### src/rtl/sort_pkg.sv
// Shared definitions for the sort bank count controller: FSM state codes
// and the bank depth helper.
package sort_pkg;

    localparam logic [1:0] ST_IDLE  = 2'd0;
    localparam logic [1:0] ST_CLEAR = 2'd1;
    localparam logic [1:0] ST_ACCUM = 2'd2;
    localparam logic [1:0] ST_DRAIN = 2'd3;

    // Number of bank entries addressed by an aw-bit key.
    function automatic int unsigned depth_f(input int unsigned aw);
        return 32'd1 << aw;
    endfunction

endpackage

### src/rtl/sort_cnt_sat_inc.sv
// Combinational saturating +1 for a bank count; sat flags an already
// saturated input.
module sort_cnt_sat_inc #(
    parameter int DATA_WIDTH = 10
) (
    input  logic [DATA_WIDTH-1:0] cnt,
    output logic [DATA_WIDTH-1:0] cnt_inc,
    output logic                  sat
);

    // All-ones stays all-ones; anything else increments.
    always_comb begin
        sat = &cnt;
        if (sat) begin
            cnt_inc = cnt;
        end else begin
            cnt_inc = cnt + {{(DATA_WIDTH-1){1'b0}}, 1'b1};
        end
    end

endmodule

### src/rtl/sort_bank_cnt_ctrl.sv
// Count-accumulate controller in front of the sort bank: clears the bank,
// counts keys by read-modify-write, then drains counts over valid/ready.
module sort_bank_cnt_ctrl
    import sort_pkg::*;
#(
    parameter int ADDR_WIDTH = 4,
    parameter int DATA_WIDTH = 10
) (
    input  logic                  clk,
    input  logic                  rst,
    input  logic                  clr_start,
    input  logic                  acc_end,
    input  logic                  drn_start,
    input  logic                  key_vld,
    output logic                  key_rdy,
    input  logic [ADDR_WIDTH-1:0] key,
    output logic                  out_vld,
    input  logic                  out_rdy,
    output logic [ADDR_WIDTH-1:0] out_addr,
    output logic [DATA_WIDTH-1:0] out_cnt,
    output logic                  clr_done,
    output logic                  acc_done,
    output logic                  drn_done,
    output logic                  sat_err,
    output logic                  busy,
    output logic                  mem_wr_vld,
    output logic [ADDR_WIDTH-1:0] mem_wr_addr,
    output logic [DATA_WIDTH-1:0] mem_data_in,
    output logic                  mem_rd_vld,
    output logic [ADDR_WIDTH-1:0] mem_rd_addr,
    input  logic [DATA_WIDTH-1:0] mem_data_out
);

    localparam int unsigned DEPTH = depth_f(ADDR_WIDTH);
    localparam logic [ADDR_WIDTH-1:0] LAST_ADDR = ADDR_WIDTH'(DEPTH - 1);
    localparam logic [ADDR_WIDTH:0]   PTR_ONE   = {{ADDR_WIDTH{1'b0}}, 1'b1};

    logic [1:0]            st_r;
    logic [1:0]            st_nxt_s;
    // Extra MSB marks the drain pointer as exhausted.
    logic [ADDR_WIDTH:0]   ptr_r;
    logic                  wb_pend_r;
    logic [ADDR_WIDTH-1:0] wb_addr_r;
    logic                  end_pend_r;
    logic                  rd_inflight_r;
    logic [ADDR_WIDTH-1:0] rd_addr_r;
    logic                  out_vld_r;
    logic [ADDR_WIDTH-1:0] out_addr_r;
    logic [DATA_WIDTH-1:0] out_cnt_r;
    logic                  clr_done_r;
    logic                  acc_done_r;
    logic                  drn_done_r;
    logic                  sat_err_r;
    logic                  busy_r;

    logic                  key_rdy_s;
    logic                  accept_s;
    logic                  issue_s;
    logic                  clr_last_s;
    logic                  drn_last_s;
    logic [DATA_WIDTH-1:0] inc_cnt_s;
    logic                  inc_sat_s;
    logic                  mem_wr_vld_s;
    logic [ADDR_WIDTH-1:0] mem_wr_addr_s;
    logic [DATA_WIDTH-1:0] mem_data_in_s;
    logic                  mem_rd_vld_s;
    logic [ADDR_WIDTH-1:0] mem_rd_addr_s;

    sort_cnt_sat_inc #(.DATA_WIDTH(DATA_WIDTH)) u_sat_inc (
        .cnt     (mem_data_out),
        .cnt_inc (inc_cnt_s),
        .sat     (inc_sat_s)
    );

    assign key_rdy    = key_rdy_s;
    assign key_rdy_s  = (st_r == ST_ACCUM) & ~wb_pend_r & ~end_pend_r;
    assign accept_s   = key_vld & key_rdy_s;
    assign issue_s    = (st_r == ST_DRAIN) & ~rd_inflight_r & ~ptr_r[ADDR_WIDTH] &
                        (~out_vld_r | out_rdy);
    assign clr_last_s = (st_r == ST_CLEAR) & (ptr_r[ADDR_WIDTH-1:0] == LAST_ADDR);
    assign drn_last_s = (st_r == ST_DRAIN) & out_vld_r & out_rdy & (out_addr_r == LAST_ADDR);

    // State register.
    always_ff @(posedge clk) begin
        if (!rst) begin
            st_r <= ST_IDLE;
        end else begin
            st_r <= st_nxt_s;
        end
    end

    // Next-state decode; clr_start beats drn_start in IDLE.
    always_comb begin
        st_nxt_s = st_r;
        case (st_r)
            ST_IDLE: begin
                if (clr_start) begin
                    st_nxt_s = ST_CLEAR;
                end else if (drn_start) begin
                    st_nxt_s = ST_DRAIN;
                end else begin
                    st_nxt_s = ST_IDLE;
                end
            end
            ST_CLEAR: begin
                if (clr_last_s) begin
                    st_nxt_s = ST_ACCUM;
                end else begin
                    st_nxt_s = ST_CLEAR;
                end
            end
            ST_ACCUM: begin
                if (end_pend_r) begin
                    st_nxt_s = ST_IDLE;
                end else begin
                    st_nxt_s = ST_ACCUM;
                end
            end
            ST_DRAIN: begin
                if (drn_last_s) begin
                    st_nxt_s = ST_IDLE;
                end else begin
                    st_nxt_s = ST_DRAIN;
                end
            end
            default: st_nxt_s = ST_IDLE;
        endcase
    end

    // Bank port decode; the write-back always owns the cycle after an accept.
    always_comb begin
        mem_wr_vld_s  = 1'b0;
        mem_wr_addr_s = {ADDR_WIDTH{1'b0}};
        mem_data_in_s = {DATA_WIDTH{1'b0}};
        mem_rd_vld_s  = 1'b0;
        mem_rd_addr_s = {ADDR_WIDTH{1'b0}};
        case (st_r)
            ST_CLEAR: begin
                mem_wr_vld_s  = 1'b1;
                mem_wr_addr_s = ptr_r[ADDR_WIDTH-1:0];
            end
            ST_ACCUM: begin
                if (wb_pend_r) begin
                    mem_wr_vld_s  = 1'b1;
                    mem_wr_addr_s = wb_addr_r;
                    mem_data_in_s = inc_cnt_s;
                end else if (accept_s) begin
                    mem_rd_vld_s  = 1'b1;
                    mem_rd_addr_s = key;
                end else begin
                    mem_rd_vld_s  = 1'b0;
                end
            end
            ST_DRAIN: begin
                if (issue_s) begin
                    mem_rd_vld_s  = 1'b1;
                    mem_rd_addr_s = ptr_r[ADDR_WIDTH-1:0];
                end else begin
                    mem_rd_vld_s  = 1'b0;
                end
            end
            default: mem_wr_vld_s = 1'b0;
        endcase
    end

    // A reset cycle drops any bank access the current state would issue.
    assign mem_wr_vld  = mem_wr_vld_s & rst;
    assign mem_wr_addr = mem_wr_addr_s;
    assign mem_data_in = mem_data_in_s;
    assign mem_rd_vld  = mem_rd_vld_s & rst;
    assign mem_rd_addr = mem_rd_addr_s;

    // Pointer, pending flags, output stage and status flops.
    always_ff @(posedge clk) begin
        if (!rst) begin
            ptr_r         <= {(ADDR_WIDTH+1){1'b0}};
            wb_pend_r     <= 1'b0;
            wb_addr_r     <= {ADDR_WIDTH{1'b0}};
            end_pend_r    <= 1'b0;
            rd_inflight_r <= 1'b0;
            rd_addr_r     <= {ADDR_WIDTH{1'b0}};
            out_vld_r     <= 1'b0;
            out_addr_r    <= {ADDR_WIDTH{1'b0}};
            out_cnt_r     <= {DATA_WIDTH{1'b0}};
            clr_done_r    <= 1'b0;
            acc_done_r    <= 1'b0;
            drn_done_r    <= 1'b0;
            sat_err_r     <= 1'b0;
            busy_r        <= 1'b0;
        end else begin
            if ((st_r == ST_IDLE) && (clr_start || drn_start)) begin
                ptr_r <= {(ADDR_WIDTH+1){1'b0}};
            end else if ((st_r == ST_CLEAR) || issue_s) begin
                ptr_r <= ptr_r + PTR_ONE;
            end

            wb_pend_r <= accept_s;
            if (accept_s) begin
                wb_addr_r <= key;
            end

            if ((st_r == ST_ACCUM) && end_pend_r) begin
                end_pend_r <= 1'b0;
            end else if ((st_r == ST_ACCUM) && acc_end) begin
                end_pend_r <= 1'b1;
            end

            if ((st_r == ST_IDLE) && clr_start) begin
                sat_err_r <= 1'b0;
            end else if ((st_r == ST_ACCUM) && wb_pend_r && inc_sat_s) begin
                sat_err_r <= 1'b1;
            end

            rd_inflight_r <= issue_s;
            if (issue_s) begin
                rd_addr_r <= ptr_r[ADDR_WIDTH-1:0];
            end

            // Capture and handshake cannot coincide: issue needs the stage free.
            if (rd_inflight_r) begin
                out_vld_r  <= 1'b1;
                out_addr_r <= rd_addr_r;
                out_cnt_r  <= mem_data_out;
            end else if (out_vld_r && out_rdy) begin
                out_vld_r  <= 1'b0;
            end

            clr_done_r <= clr_last_s;
            acc_done_r <= (st_r == ST_ACCUM) && end_pend_r;
            drn_done_r <= drn_last_s;
            busy_r     <= (st_nxt_s != ST_IDLE);
        end
    end

    assign out_vld  = out_vld_r;
    assign out_addr = out_addr_r;
    assign out_cnt  = out_cnt_r;
    assign clr_done = clr_done_r;
    assign acc_done = acc_done_r;
    assign drn_done = drn_done_r;
    assign sat_err  = sat_err_r;
    assign busy     = busy_r;

endmodule
### config.mk
export PLATFORM = sky130hd
export DESIGN_NAME = sort_bank_cnt_ctrl
export DESIGN_NICKNAME = d
export VERILOG_FILES = /design/src/rtl/sort_pkg.sv /design/src/rtl/sort_cnt_sat_inc.sv /design/src/rtl/sort_bank_cnt_ctrl.sv
export SDC_FILE = /design/constraint.sdc
export NUM_CORES = 1
export LEC_CHECK = 0
export BUFFER_PORTS_ARGS = -buffer_cell sky130_fd_sc_hd__buf_2
export CORE_UTILIZATION = 50
export DETAILED_ROUTE_END_ITERATION = 10
export PLACE_DENSITY = 0.8
export SETUP_SLACK_MARGIN = 0.4
export SYNTH_ARGS = -nofsm -noshare
export SYNTH_HDL_FRONTEND = slang
export SYNTH_SLANG_ARGS = --single-unit
### constraint.sdc
create_clock -name clk -period 2.4 [get_ports clk]
set_input_delay 0.12 -clock clk [delete_from_list [all_inputs] [get_ports clk]]
set_output_delay 0.12 -clock clk [all_outputs]
set_load 0.02 [all_outputs]
### After elaboration in Yosys (flattened, before gate mapping)

Index checks and enable logic that the tools add are counted.
W data, S select, Z words.

| word-level totals | value |
|---|---|
| bits in read-only memories | 0 |
| RAM bits | 0 |
| bits of input ports | 21 |
| bits in latches | 0 |
| memories | 0 |
| bits in registers | 38 |

| cells by class | value |
|---|---|
| add/sub/neg operators | 2 |
| multipliers | 0 |
| shifts and indexed selects | 0 |
| div/mod/pow operators | 0 |
| reduce and logical (&&, ||, !) cells | 16 |
| bitwise gates (word level) | 19 |
| mux-type cells | 23 |
| equality and inequality tests | 5 |
| order comparisons | 0 |

Operators by type and width:

| operator | count |
|---|---|
| $mux W10 | 3 |
| $mux W4 | 4 |
| $pmux W4 S2 | 2 |
| $and A1 B1 Y1 | 12 |
| $add A10 B1 Y10 const B | 1 |
| $mux W2 | 5 |
| $reduce_and A10 Y1 | 1 |
| $eq A4 B4 Y1 const B | 2 |
| $pmux W2 S4 | 1 |
| $logic_and A1 B1 Y1 | 7 |
| $mux W1 | 6 |
| $not A1 Y1 | 6 |
| $reduce_or A2 Y1 | 3 |
| $add A5 B1 Y5 const B | 1 |
| $eq A2 B2 Y1 const B | 2 |
| $pmux W1 S2 | 2 |
| $reduce_bool A2 Y1 | 2 |
| $eq A2 B1 Y1 const B | 1 |
| $logic_not A2 Y1 | 1 |
| $logic_or A1 B1 Y1 | 2 |
| $or A1 B1 Y1 | 1 |

### Logic depth before layout (Yosys ltp)

Gate-level depths: netlist (run 1).

| depth | value |
|---|---|
| depth after elaboration | 8 |
| gate-level depth with buffers | 6 |
| depth with buffers taken out | 6 |

### By module

A second synthesis (run 1) with hierarchy kept.

| unflattened totals | value |
|---|---|
| cells, all modules | 221 |
| area, all modules | 1939.4 sq um |

By module, submodules not included:

| module | instances | cells an instance | seq. area each (sq um) | area an instance (sq um) |
|---|---|---|---|---|
| sort_bank_cnt_ctrl | 1 | 183 | 760.7 | 1674.1 |
| sort_cnt_sat_inc | 1 | 38 | 0.0 | 265.3 |

### Worst setup path after synthesis (run 1)

No wires, ideal clock.

| timing path | value |
|---|---|
| path type | register to output |
| start point | reg st_r[0] |
| end point | out mem_rd_vld |
| required time | 2280 ps |
| setup slack | 514 ps |
| stages on the path, launching flop included | 7 |
| path buffers | 0 |
| arrival time | 1766 ps |
| path through | dfxtp_1 > inv_1 > ha_1 > nor3b_1 > nand2_1 > nor2_1 > or2_2 |

| on the way | value |
|---|---|
| word-level cells in the longest chain between the ends | 8 |

RTL lines:

| what | line | RTL |
|---|---|---|
| start: declaration | sort_bank_cnt_ctrl.sv:38 | `logic [1:0] st_r;` |
| start signal: assignment | sort_bank_cnt_ctrl.sv:88 | `st_r <= st_nxt_s;` |
| $eq A2 B2 Y1 | sort_bank_cnt_ctrl.sv:76 | `assign key_rdy_s = (st_r == ST_ACCUM) & ~wb_pend_r & ~end_pend_r;` |
| $and A1 B1 Y1 (2 in series) | sort_bank_cnt_ctrl.sv:76 |  |
| via key_rdy | sort_bank_cnt_ctrl.sv:15 | `output logic key_rdy,` |
| $and A1 B1 Y1 | sort_bank_cnt_ctrl.sv:77 | `assign accept_s = key_vld & key_rdy_s;` |
| $mux W1 | sort_bank_cnt_ctrl.sv:147 | `end else if (accept_s) begin` |
| $mux W1 | sort_bank_cnt_ctrl.sv:143 | `if (wb_pend_r) begin` |
| $pmux W1 S2 | sort_bank_cnt_ctrl.sv:137 | `case (st_r)` |
| $and A1 B1 Y1 | sort_bank_cnt_ctrl.sv:170 | `assign mem_rd_vld = mem_rd_vld_s & rst;` |
| end: declaration | sort_bank_cnt_ctrl.sv:29 | `output logic mem_rd_vld,` |

The timed path passes the listed nets, and every way through them passes these cells.

### Worst setup path in the final report (run 1)

| timing path | value |
|---|---|
| start point | reg st_r[0] |
| end point | out mem_data_in[5] |

| on the way | value |
|---|---|
| word-level cells in the longest chain between the ends | 2 |

RTL lines:

| what | line | RTL |
|---|---|---|
| $eq A2 B2 Y1 | sort_bank_cnt_ctrl.sv:137 |  |
| $mux W10 | sort_bank_cnt_ctrl.sv:137 |  |
| end: declaration | sort_bank_cnt_ctrl.sv:28 | `output logic [DATA_WIDTH-1:0] mem_data_in,` |

No other way between the ends.

==> results of run 1 <==
[power by group through the flow]
| stage | combinational, W | clock, W | sequential (W) |
|---|---|---|---|
| floorplan | 0.000177 | 0 | 0.000699 |
| global placement | 0.000270 | 0 | 0.000690 |
| detailed placement | 0.000273 | 0 | 0.000692 |
| CTS | 0.000284 | 0.000576 | 0.000679 |
| global route | 0.000325 | 0.000607 | 0.000688 |
| finish | 0.000299 | 0.000571 | 0.000684 |
[worst paths after layout]
kind	to	from	cells after the start
max	mem_data_in[5]	st_r[0]$_SDFF_PN0_	6
min	wb_addr_r[3]$_SDFFE_PN0N_	key[3]	3
max reg2reg	ptr_r[3]$_SDFFE_PP0P_	st_r[1]$_SDFF_PN0_	5
min reg2reg	wb_addr_r[3]$_SDFFE_PN0N_	wb_addr_r[3]$_SDFFE_PN0N_	2
[flip-flops by register name, summed over array words and instances (netlist names)]
| signal | flops |
|---|---|
| out_cnt | 10 |
| ptr_r | 5 |
| out_addr | 4 |
| rd_addr_r | 4 |
| wb_addr_r | 4 |
| st_r | 2 |
| acc_done | 1 |
| busy | 1 |
| clr_done | 1 |
| drn_done | 1 |
| end_pend_r | 1 |
| out_vld | 1 |
| rd_inflight_r | 1 |
| sat_err | 1 |
| wb_pend_r | 1 |
[worst max-delay path, stage by stage (launching register included)]
cell	delay [ns]
dfxtp_2	0.35
inv_2	0.07
ha_4	0.17
nand2_4	0.09
or4_1	0.50
o21ai_1	0.08
buf_4	0.15
[cell type report]
class	instances	area, um^2
clock inverter	2	60.1
fill	299	1100
sequential	38	763
tap	46	57.6
multi-input combinational	159	1020
clock buffer	6	51.3
inverter	8	30.0
timing repair buffer	64	333
[metal layers]
layer / part of all wire [%] / routed length, um / track usage [%]
met5: 0 / 0 / 0
met4: 1.6 / 69 / 8.72
met3: 5.9 / 262 / 5.84
met2: 48 / 2120 / 39.8
met1: 45 / 1970 / 29.8
[cell usage after synthesis (2+ instances only)]
| library cell | count |
|---|---|
| nand4_1 | 4 |
| mux2i_1 | 14 |
| nand3_1 | 5 |
| nor3_1 | 2 |
| nand2_1 | 26 |
| xor2_1 | 3 |
| a21oi_1 | 20 |
| buf_6 | 2 |
| dfxtp_1 | 38 |
| and2_1 | 6 |
| nor2_1 | 19 |
| and4_1 | 2 |
| clkbuf_1 | 7 |
| or3_1 | 3 |
| o21ai_0 | 7 |
| nand2b_1 | 8 |
| nor2b_1 | 5 |
| inv_1 | 7 |
| ha_1 | 6 |
| or4_1 | 2 |
| a211oi_1 | 3 |
| a22oi_1 | 5 |
| and3_1 | 6 |
[kinds of logic after synthesis]
group	Yosys count	synth area share [%]
and+or+nand+nor	91	25.3
xor gates and xnor gates	4	1.92
buffers and inverters	18	4.59
AOI/OAI and AO/OA	44	14.8
DFF	38	41.6
muxes	14	7.67
adders and majority gates	6	4.11
[timing repair]
item,4_1_cts,5_1_grt
resized for setup,7,8
setup endpoints to repair,6,10
hold buffers,1,0
endpoints found under the hold margin,1,0
[per-stage QoR]
step	power [W]	setup slack [ns]	hold slack, ns	area, um^2
floorplan	0.000876	0.514	0.216	1830
global placement	0.000960	0.638	0.333	2150
detailed placement	0.000965	0.610	0.334	2150
CTS	0.00154	0.394	0.0321	2290
global route	0.00162	0.408	0.0256	2320
finish	0.00155	0.505	0.0326	2320
==> results.tsv, run 1 <==
metric	value	unit
hold_path.class	input pin to flip-flop	
final_cell_count_no_fill	323	
fin_tns_setup	0	ns
grt_pass1_vias	1585	
dp_hpwl	3160	um
critPathKind	flip-flop to primary output	
ys_types	38	
p_clk_share	36.8	%
swShare	27.1	%
htree_levels	2	
start_kind	flip-flop	
status	finished, final reports clean	
wire_per_inst	13.7	um
tritoncts	yes	
ys_ff_latch	38	
leakage	1.05	nW
die_area	3900	um^2
clk_path_buf_depth	2	
synth-edff-count	0	
postLayoutCoreUtil	67.9	%
yosysWarningCount	0	
core	3420	um^2
cts_buffers	5	
num_io_pins	62	
synth_nets	242	
drt_pass1_iterations	4	
grt-ovfl-total	0	
cap_violations	0	
vdd_drop_max	0.476	mV
synthesis.area	1830	um^2
yosysTopAreaCell	dfxtp_1	
gp_congestion	0.791	
grt_max_degree	19	
setup_viol	0	
p_sw	0.000421	W
first_iter_violations	102	
drc	0	
crit_fanout	10	
ys_seq_area_share	41.6	%
mostFrequentLayoutCells	buf_2, dfxtp_1, nand2_1	
grt_pass1_wl	7270	um
finClkSkew	0.0105	ns
rsz0062_at_grt	false	
diodes	0	
end_kind	primary output	
slew_headroom	60.2	%
clock.fmax	0.528	GHz
root_buffer	clkbuf_4	
postCtsSetupBuffers	0	
fin_crit_sh	79.0	%
num-nets-final	303	
reg2reg_slack	0.66	ns
viasPerCell	5.40	
hold_violations	0	
final_common_cell	buf_2	
die_w	62.4	um
area_delta_synth_final	26.9	%
power.internal	0.00113	W
combPwrFrac	19.2	%
synthArstFlopShare	0	%
worstSkewPairLatency	0.35	ns
clock-sinks	38	
die_h	62.4	um
worstMarginPinSlew	0.589	ns
arrival	1.78	ns
grt_antenna_before_repair	0	
finalCriticalPeriod	1.90	ns
via_count	1745	
avgSynthCellArea	8.50	um^2
synthFlopType	dfxtp_1	
wl	4430	um
dp.cells	314	
power.share.sequential	44.0	%
powerDensity	670	nW/um^2
synthCells	215	
grtUsageTotal	23.9	%
start_util	53.5	%
rows	21	
ant_nets	0	
slew_viol_final	0	
cp_data_required_time	2.28	ns
clkTransAtPathRegs	0.12	ns
synth_top_area_share	41.6	%
drive_above_1_share	30.3	%
port_buffers	61	
synth_area_leaders	dfxtp_1, mux2i_1, a21oi_1, nand2_1, ha_1	
Note: power is estimated with default switching activity, not from simulation.
==> run 2, diff against run 1 <==
- ABC_AREA: not set -> 1
- PLACE_DENSITY: 0.8 -> 0.79
- clock period: 2.4 -> 1.8 ns (I/O delays scaled with it)
==> run 2 against run 1 <==
  * Area after synthesis grew 3.0%
  * Clock skew down 0.0035 ns
  * Synthesized cell count increased by 30%
  * Utilization is 15 points higher
  * Sequential share of layout area down 6.0 points
  * Clock power up 57%
  * Routed wire length increased by 27%
  * Combinational power about the same
  * Clock-buffer cell count unchanged
  * Largest cell class unchanged
==> results.tsv, run 2 <==
metric	value	unit	change
synth-edff-count	0		unchanged
first_iter_violations	130		was 102
postCtsHoldBufs	0		was 1
die_h	63.4	um	was 62.4 um
synth_top_area_share	40.4	%	was 41.6%
cp_data_required_time	1.71	ns	was 2.28 ns
grt_pass1_vias	1834		was 1585
root_buffer	clkbuf_8		was clkbuf_4
worstHoldStart	acc_end		was key[3]
worstSkewPairLatency	0.29	ns	was 0.35 ns
leakage	1.41	nW	was 1.05 nW
drive_above_1_share	37.7	%	was 30.3%
synth_nets	306		was 242
grt-ovfl-total	0		unchanged
dpl_cell_area	2340	um^2	was 2150 um^2
synth-xor-area-share	0.931	%	was 1.92%
synthesis.area	1880	um^2	was 1830 um^2
wire_per_inst	13.8	um	was 13.7 um
end_kind	primary output		unchanged
combPwrFrac	14.5	%	was 19.2%
finClkSkew	0.00701	ns	was 0.0105 ns
ys_seq_area_share	40.4	%	was 41.6%
swShare	24.5	%	was 27.1%
synth_adder_area_share	3.99	%	was 4.11%
p_clk_share	43.2	%	was 36.8%
slew_viol_final	0		unchanged
final_common_cell	nand2_1		was buf_2
worstMarginPinSlew	0.359	ns	was 0.589 ns
gp_congestion	0.838		was 0.791
ys_ff_latch	38		unchanged
fin_crit_sh	93.9	%	
synthArstFlopShare	0	%	unchanged
critPathKind	flip-flop to primary output		unchanged
num_io_pins	62		unchanged
finalCriticalPeriod	1.69	ns	
viasPerCell	5.18		was 5.40
clkTransAtPathRegs	0.08	ns	was 0.12 ns
die_w	63.4	um	was 62.4 um
grt_pass1_wl	8150	um	was 7270 um
drc	0		unchanged
stdcell_area	2870	um^2	was 2320 um^2
hold_violations	0		unchanged
yosysMostFrequentCell	nand2_1		was dfxtp_1
rsz0062_at_grt	true		was false
setup_viol	0		unchanged
synth_top_cells_by_count	nand2_1, nor2_1, dfxtp_1		was dfxtp_1, nand2_1, a21oi_1
via_count	2120		was 1745
num-nets-final	389		was 303
drt_pass1_iterations	4		unchanged
synthFlopType	dfxtp_1		unchanged
synth_compound_area_share	12.0	%	was 14.8%
crit_fanout	5		was 10
crit_start	st_r[0]$_SDFF_PN0_		unchanged
slew_headroom	76.0	%	was 60.2%
die_area	4010	um^2	was 3900 um^2
rows	21		unchanged
power.internal	0.00157	W	was 0.00113 W
wl	5620	um	was 4430 um
grtUsageTotal	25.7	%	was 23.9%
diodes	0		unchanged
synth_area_leaders	dfxtp_1, nand2_1, nor2_1, a21oi_1, inv_1		was dfxtp_1, mux2i_1, a21oi_1, nand2_1, ha_1
synth_top_family_by_area	simple AND/OR/NAND/NOR gates		unchanged
status	finished, final reports clean		unchanged
clock.fmax	0.591	GHz	
power.share.sequential	42.3	%	was 44.0%
ys_types	29		was 38
worst_hold_slack	0.0339	ns	was 0.0326 ns
largest_register_ffs	10		unchanged
grt_antenna_before_repair	0		unchanged
r2r-start	st_r[0]$_SDFF_PN0_		was st_r[1]$_SDFF_PN0_
start_util	54.3	%	was 53.5%
area_delta_synth_final	52.3	%	was 26.9%
p_sw	0.000507	W	was 0.000421 W
clock-sinks	38		unchanged
powerDensity	723	nW/um^2	was 670 nW/um^2
postLayoutCoreUtil	82.6	%	was 67.9%
synthCells	279		was 215
fin_tns_setup	0	ns	unchanged
grt_max_degree	20		was 19
core	3470	um^2	was 3420 um^2
yosysTopAreaCell	dfxtp_1		unchanged
start_kind	flip-flop		unchanged
cap_violations	0		unchanged
vdd_drop_max	0.482	mV	was 0.476 mV
synthSimpleGateAreaFrac	34.8	%	was 25.3%
port_buffers	61		unchanged
htree_levels	2		unchanged
dp_hpwl	3420	um	was 3160 um
mostFrequentLayoutCells	nand2_1, nor2_1, buf_2		was buf_2, dfxtp_1, nand2_1
muxShareOfSynthArea	0	%	was 7.67%
ant_nets	0		unchanged
clk_path_buf_depth	2		unchanged
hold_path.class	input pin to flip-flop		unchanged
cts_buffers	5		unchanged
tritoncts	yes		unchanged
yosysWarningCount	0		unchanged
arrival	1.60	ns	was 1.78 ns
avgSynthCellArea	6.74	um^2	was 8.50 um^2
[run 2: per-stage QoR]
stage               power (W)  worst slack, ns  instances
finish                0.00207            0.109        409
global route          0.00214           0.0380        409
global placement      0.00111            0.248        383
CTS                   0.00201            0.163        398
detailed placement    0.00112            0.225        383
floorplan             0.00104            0.386        279
[run 2: final cells by class]
class / count / area, um^2
flip-flops and latches: 38 / 771
multi-input cells: 205 / 1190
inverters: 31 / 136
repair buffers: 81 / 566
fillers: 245 / 602
clock inverters: 2 / 60.1
well taps: 46 / 57.6
clock buffers: 6 / 82.6
[run 2: path summary, 6_finish.rpt]
kind | slack (ns) | cells after the start | endpoint
worst max-delay path | 0.11 | 9 | mem_rd_addr[2]
worst min-delay path | 0.03 | 3 | end_pend_r$_SDFFE_PP0P_
worst min register to register | 0.47 | 2 | wb_addr_r[2]$_SDFFE_PN0N_
worst max register to register | 0.25 | 10 | wb_addr_r[0]$_SDFFE_PN0N_
[run 2: cells by family (layout without fill, tap and decap cells)]
| logic type | Yosys count | count (layout) |
|---|---|---|
| DFF | 38 | 38 |
| adders and majority gates | 6 | 6 |
| buffers and inverters | 37 | 120 |
| xor gates and xnor gates | 2 | 2 |
| AOI/OAI and AO/OA | 44 | 44 |
| and+or+nand+nor | 152 | 153 |
[run 2: timing repair]
action / 4_1_cts / 5_1_grt
resized for setup: 26 / 45
setup endpoints to repair: 29 / 33
pin swaps: 7 / 11
buffers inserted: 7 / 10
cloned: 0 / 1
[run 2: critical path, stage by stage, from the launching register on]
cell,delay [ns]
dfxtp_4,0.37
inv_4,0.06
ha_4,0.17
inv_4,0.04
nor3_4,0.16
nand2_4,0.14
inv_8,0.11
nand2_4,0.06
nand2_4,0.07
buf_6,0.11
[run 2: per-layer routing]
layer / up-vias / track usage (%) / share of wire (%)
met2: 80 / 46.9 / 53
met3: 9 / 5.80 / 5.0
li1: 1049 / - / -
met4: 0 / 5.97 / 1.2
met5: - / 0 / 0
met1: 982 / 29.9 / 41
[run 2: power groups by stage]
stage	logic [W]	clock network (W)	registers, W
after detailed placement	0.000225	0	0.000894
after CTS	0.000241	0.000894	0.000874
final	0.000301	0.000896	0.000877
after global routing	0.000325	0.000941	0.000879
after floorplan	0.000135	0	0.000903
after global placement	0.000221	0	0.000893
